===== config.mk =====
export PLATFORM = sky130hd
export DESIGN_NAME = lbp_host_mem
export DESIGN_NICKNAME = d
export VERILOG_FILES = /design/src/rtl/lbp_host_mem.sv
export SDC_FILE = /design/constraint.sdc
export NUM_CORES = 1
export LEC_CHECK = 0
export CAP_MARGIN = 30
export CORE_AREA = 4 4 335 337
export DETAILED_ROUTE_END_ITERATION = 16
export DIE_AREA = 0 0 339 341
export SLEW_MARGIN = 0
export SYNTH_ARGS = -nofsm -noshare
export SYNTH_HDL_FRONTEND = slang
export SYNTH_SLANG_ARGS = --single-unit

===== constraint.sdc =====
create_clock -name clk -period 3.8 [get_ports clk]
set_clock_uncertainty 0.1 [all_clocks]
set_input_delay 0.76 -clock clk [delete_from_list [all_inputs] [get_ports clk]]
set_output_delay 0.76 -clock clk [all_outputs]
set_load 0.01 [all_outputs]

===== src/rtl/lbp_host_mem.sv =====
// lbp_host_mem: memory-side responder for the LBP engine.
//   Loads an 8x8 gray image from a byte stream (holding the engine in reset),
//   serves the engine's zero-latency gray reads, captures its interior LBP
//   writes, and on finish streams the 64-byte LBP result image back out.
// Ports:
//   clk, reset            - clock, asynchronous active-low reset
//   in_valid/in_ready/in_data        - gray load stream (raster order)
//   core_rst              - active-high reset to the LBP engine
//   gray_addr/gray_req/gray_data     - engine read port
//   lbp_addr/lbp_write/lbp_data      - engine write port
//   finish                - engine done pulse
//   out_valid/out_ready/out_data/out_last - LBP result stream
//   wr_err                - sticky illegal-write flag
module lbp_host_mem #(
  parameter int unsigned IMG_W  = 8,
  parameter int unsigned PIX_W  = 8,
  parameter int unsigned ADDR_W = 6
) (
  input  logic              clk,
  input  logic              reset,
  input  logic              in_valid,
  output logic              in_ready,
  input  logic [PIX_W-1:0]  in_data,
  output logic              core_rst,
  input  logic [ADDR_W-1:0] gray_addr,
  input  logic              gray_req,
  output logic [PIX_W-1:0]  gray_data,
  input  logic [ADDR_W-1:0] lbp_addr,
  input  logic              lbp_write,
  input  logic [PIX_W-1:0]  lbp_data,
  input  logic              finish,
  output logic              out_valid,
  input  logic              out_ready,
  output logic [PIX_W-1:0]  out_data,
  output logic              out_last,
  output logic              wr_err
);

  localparam int unsigned DEPTH = IMG_W * IMG_W;
  localparam logic [ADDR_W-1:0] LAST_ADDR = ADDR_W'(DEPTH - 1);
  localparam logic [ADDR_W-1:0] EDGE_HI   = ADDR_W'(IMG_W - 1);

  typedef enum logic [1:0] {
    ST_LOAD   = 2'd0,
    ST_RUN    = 2'd1,
    ST_UNLOAD = 2'd2
  } state_e;

  state_e              state_q, state_d;
  logic [ADDR_W-1:0]   cnt_q, cnt_d;
  logic [DEPTH-1:0]    mask_q, mask_d;
  logic                core_rst_q, core_rst_d;
  logic                wr_err_q, wr_err_d;

  logic [PIX_W-1:0]    img_mem [DEPTH];
  logic [PIX_W-1:0]    lbp_mem [DEPTH];

  logic [ADDR_W-1:0]   row_c, col_c;
  logic                interior_c;
  logic                load_fire_c;
  logic                lbp_fire_c;

  // Only interior pixels (row and column 1..IMG_W-2) carry a valid LBP code.
  assign row_c      = lbp_addr / ADDR_W'(IMG_W);
  assign col_c      = lbp_addr % ADDR_W'(IMG_W);
  assign interior_c = (row_c != '0) && (row_c != EDGE_HI) &&
                      (col_c != '0) && (col_c != EDGE_HI);

  assign load_fire_c = (state_q == ST_LOAD) && in_valid;
  assign lbp_fire_c  = (state_q == ST_RUN) && lbp_write && interior_c;

  // Next-state and control-register logic.
  always_comb begin
    state_d    = state_q;
    cnt_d      = cnt_q;
    mask_d     = mask_q;
    core_rst_d = core_rst_q;
    wr_err_d   = wr_err_q;

    // Any write that is not captured (border address or wrong phase) is illegal.
    if (lbp_write && !lbp_fire_c) begin
      wr_err_d = 1'b1;
    end

    unique case (state_q)
      ST_LOAD: begin
        core_rst_d = 1'b1;
        if (in_valid) begin
          if (cnt_q == LAST_ADDR) begin
            // Last pixel: release the engine and forget any stale results.
            cnt_d      = '0;
            mask_d     = '0;
            core_rst_d = 1'b0;
            state_d    = ST_RUN;
          end else begin
            cnt_d = cnt_q + ADDR_W'(1);
          end
        end
      end
      ST_RUN: begin
        if (lbp_fire_c) begin
          mask_d[lbp_addr] = 1'b1;
        end
        if (finish) begin
          core_rst_d = 1'b1;
          cnt_d      = '0;
          state_d    = ST_UNLOAD;
        end
      end
      ST_UNLOAD: begin
        if (out_ready) begin
          if (cnt_q == LAST_ADDR) begin
            cnt_d   = '0;
            state_d = ST_LOAD;
          end else begin
            cnt_d = cnt_q + ADDR_W'(1);
          end
        end
      end
      default: begin
        cnt_d      = '0;
        core_rst_d = 1'b1;
        state_d    = ST_LOAD;
      end
    endcase
  end

  // Control registers.
  always_ff @(posedge clk or negedge reset) begin
    if (!reset) begin
      state_q    <= ST_LOAD;
      cnt_q      <= '0;
      mask_q     <= '0;
      core_rst_q <= 1'b1;
      wr_err_q   <= 1'b0;
    end else begin
      state_q    <= state_d;
      cnt_q      <= cnt_d;
      mask_q     <= mask_d;
      core_rst_q <= core_rst_d;
      wr_err_q   <= wr_err_d;
    end
  end

  // Image and result storage; contents survive reset, validity is tracked by mask_q.
  always_ff @(posedge clk) begin
    if (load_fire_c) begin
      img_mem[cnt_q] <= in_data;
    end
    if (lbp_fire_c) begin
      lbp_mem[lbp_addr] <= lbp_data;
    end
  end

  assign in_ready  = (state_q == ST_LOAD);
  assign gray_data = ((state_q == ST_RUN) && gray_req) ? img_mem[gray_addr] : '0;
  assign out_valid = (state_q == ST_UNLOAD);
  // Unwritten (including all border) positions stream out as zero.
  assign out_data  = ((state_q == ST_UNLOAD) && mask_q[cnt_q]) ? lbp_mem[cnt_q] : '0;
  assign out_last  = (state_q == ST_UNLOAD) && (cnt_q == LAST_ADDR);
  assign core_rst  = core_rst_q;
  assign wr_err    = wr_err_q;

endmodule


==> flow_summary_export.csv <==
group,metric,value,unit
floorplanning,rows,121,
setup_path,critical_path.endpoint_type,"primary output",
cts,cts-root-buf,"clkbuf_16",
pwr,netSwitchingPower,0.00954,W
finish,mostFrequentLayoutCells,"1024 x edfxtp_1, 349 x buf_4, 224 x conb_1, 223 x nor2_1, 203 x mux4_2",
setup_path,crit_slowest_cell,"or4_4",
grt,antenna_found_initial,1,
timing,rsz0062_at_grt,"yes",
logic_synthesis,synth_seq_cells,1098,
finish,n_antenna_cell,0,
floorplanning,die_w,339,um
routing,antenna_left,0,
pwr,pwr-share-comb,26.3,%
pwr,switching_share,28.4,%
setup_path,timing.critical_path.arrival,3550,ps
grt,track_usage,19.5,%
place,port_buffers,55,
setup_path,required,2940,ps
finish,nFillCells,8826,
logic_synthesis,ys.warnings.count,0,
cts,cts.sinks,1098,
timing,slew_headroom,34.4,%
grt,first_global_vias,25500,
timing,fmax,0.227,GHz
cts,clkTransAtPathRegs,60,ps
setup_path,worstSetupStartpointType,"flip-flop",
pwr,pwr-share-seq,41.0,%
routing,first_pass_iters,7,
routing,avgRoutedWirePerCell,25.2,um
cts,cts_made_buffers,110,
run,cap_violations,0,
routing,drc,0,
status,violations,"negative setup slack",
routing,vias_per_cell,5.47,
setup_path,critPathKind,"reg2out",
pwr,p_per_area,620,mW/mm^2
pwr,power,0.0336,W
cts,clk_latency,710,ps
grt,grt_max_degree,75,
setup_path,path_cells,"buf_12, buf_16, nand2b_4, buf_6, o22ai_2, a222oi_1, nor2_1, or4_4, nor3_4, buf_2",
pwr,p_clk_share,32.7,%
cts,htree_levels,3,
place,place_congestion,0.903,
grt,grt_overflow_total,0,
logic_synthesis,yosysUniqueCellTypes,71,
pwr,ir_worst_vdd,0.000495,V
timing,setup_viol,8,
timing,period_needed,4410,ps
cts,cts_tree,"built",
finish,regArea,0.0326,mm^2
logic_synthesis,synth.cell_area,0.0434,mm^2
finish,final_common_cell,"edfxtp_1",
routing,num_vias,24600,
floorplanning,die_y,341,um
place,pre_cts_ws,-702,ps
logic_synthesis,synth_ff_type,"edfxtp_1",
grt,grt_pass1_wl,169000,um
finish,drive_gt1_share,32.2,%
floorplanning,io_pins,56,
finish,layout.nets,3028,
timing,final.setup.worst_slack,-612,ps
cts,clk_path_buf_depth,3,
timing,period_share,116,%
floorplanning,start_util,39.8,%
timing,final-hold-violation-count,0,
routing,wl,113000,um
logic_synthesis,synth_seq_area_share,75.2,%
place,hpwl,74900,um
pwr,p_int,0.0240,W
finish,multiInputGateArea,0.0114,mm^2
setup_path,critPathMaxStageDelay,590,ps
floorplanning,core,0.109,mm^2
logic_synthesis,synth_area_per_cell,18.8,um^2
logic_synthesis,synth_edf_count,1024,
logic_synthesis,ys_async_sr_fraction,6.74,%
logic_synthesis,syn_inst,2304,
pwr,p_leak,19.0,nW
setup_path,critPathMaxFanout,8,
routing,detail_route.iter0.violations,2731,
worst_hold_path,hold_class,"in2async",
finish,area_growth,24.9,%
timing,drv_slew,0,
status,status,"finished, violations left",
place,dpl_cell_area,0.0489,mm^2
cts,postCtsHoldBufs,0,
floorplanning,die_area,0.116,mm^2
timing,tightest_slew,985,ps
finish,fin_area,0.0542,mm^2
## synth_stat cells (6+ instances only)
cell / count / area (um^2)
edfxtp_1: 1024 / 30700
nor2_1: 231 / 867
mux4_2: 201 / 4530
mux2i_1: 81 / 811
o22ai_1: 80 / 500
dfrtp_1: 73 / 1830
nand2_1: 63 / 236
clkbuf_1: 61 / 229
a21oi_1: 57 / 285
buf_2: 49 / 245
mux2_2: 46 / 518
nand3_1: 29 / 145
o221ai_1: 29 / 254
o21ai_0: 26 / 130
a31oi_1: 25 / 156
a22oi_1: 22 / 165
a221oi_1: 15 / 131
buf_4: 13 / 97.6
and3_1: 10 / 62.6
inv_1: 10 / 37.5
nor3_1: 10 / 50.1
buf_6: 9 / 101
o21a_1: 9 / 67.6
a222oi_1: 8 / 80.1
and2_1: 8 / 50.1
nand2b_1: 8 / 50.1
nand3b_1: 7 / 52.6
nor2b_1: 7 / 43.8
mux4_1: 6 / 158
nor3b_1: 6 / 45.0
## state kept, by name, summed over array words and instances, names as in the netlist
register	cells
img_mem	512
lbp_mem	512
mask_q	64
cnt_q	6
state_q	2
core_rst	1
wr_err	1
## routing by layer
metal | part of all wire, % | vias up | GRT usage, %
met5 | 0 | - | 0
li1 | - | 10600 | -
met3 | 6.1 | 247 | 2.66
met4 | 4.1 | 0 | 7.37
met2 | 50 | 965 | 33.2
met1 | 40 | 12800 | 25.6
## path summary, 6_finish.rpt
kind | startpoint | to | slack (ps) | cells after the start
min in group clk | in_data[3] | img_mem[45][3] | 270 | 1
max | cnt_q[0] | out_data[7] | -610 | 10
min | reset | mask_q[31] | 120 | 1
max in group asynchronous | reset | cnt_q[1] | 2770 | 1
max reg2reg | cnt_q[1] | mask_q[56] | 400 | 11
min reg2reg | mask_q[58] | mask_q[58] | 390 | 2
## cell type report
class,count,share of cell area [%]
repair buffers,493,8.52
flip-flops and latches,1098,60.2
clock inverters,71,1.42
inverters,12,0.0924
multi-input cells,1277,21.1
well taps,1414,3.27
clock buffers,135,5.39
## kinds of logic (layout without fill, tap and decap cells)
logic type / count (synthesis) / count (layout) / share of synthesized area, %
flip-flops: 1098 / 1098 / 75.2
other: 1 / 224 / 0.00865
AO/OA/AOI/OAI: 309 / 309 / 4.90
buffers and inverters: 152 / 711 / 1.83
adder cells (fa/ha/maj): 1 / 1 / 0.0288
multiplexers: 334 / 334 / 13.9
AND/OR/NAND/NOR: 409 / 409 / 4.20
## power by group through the flow
| stage | sequential, W | clock (W) | combinational, W |
|---|---|---|---|
| floorplan | 0.0139 | 0 | 0.00389 |
| global placement | 0.0140 | 0 | 0.00714 |
| detailed placement | 0.0140 | 0 | 0.00721 |
| CTS | 0.0138 | 0.0112 | 0.00844 |
| global route | 0.0138 | 0.0117 | 0.00915 |
| finish | 0.0138 | 0.0110 | 0.00882 |
## critical path: cells and delay by family (launching register included)
family	cells	cell delay, ps
flops	1	530
compound gates	2	610
buf+inv	4	600
simple gates	4	1090
## metrics by stage
step	hold WS [ps]	setup TNS, ps	cells	utilization, %
after floorplan	354	0	2527	-
after global placement	367	-5330	4218	44.8
after detailed placement	379	-5220	4224	44.9
after CTS	104	-4550	4491	49.5
after global routing	173	-4560	4500	49.8
final	125	-3950	4500	49.8
## timing repair
item,CTS,global route
resized for setup,227,50
pin swaps,47,32
setup endpoints to repair,17,17
setup buffers,63,17
gates cloned,7,0
Power figures use the tool's default switching activity.
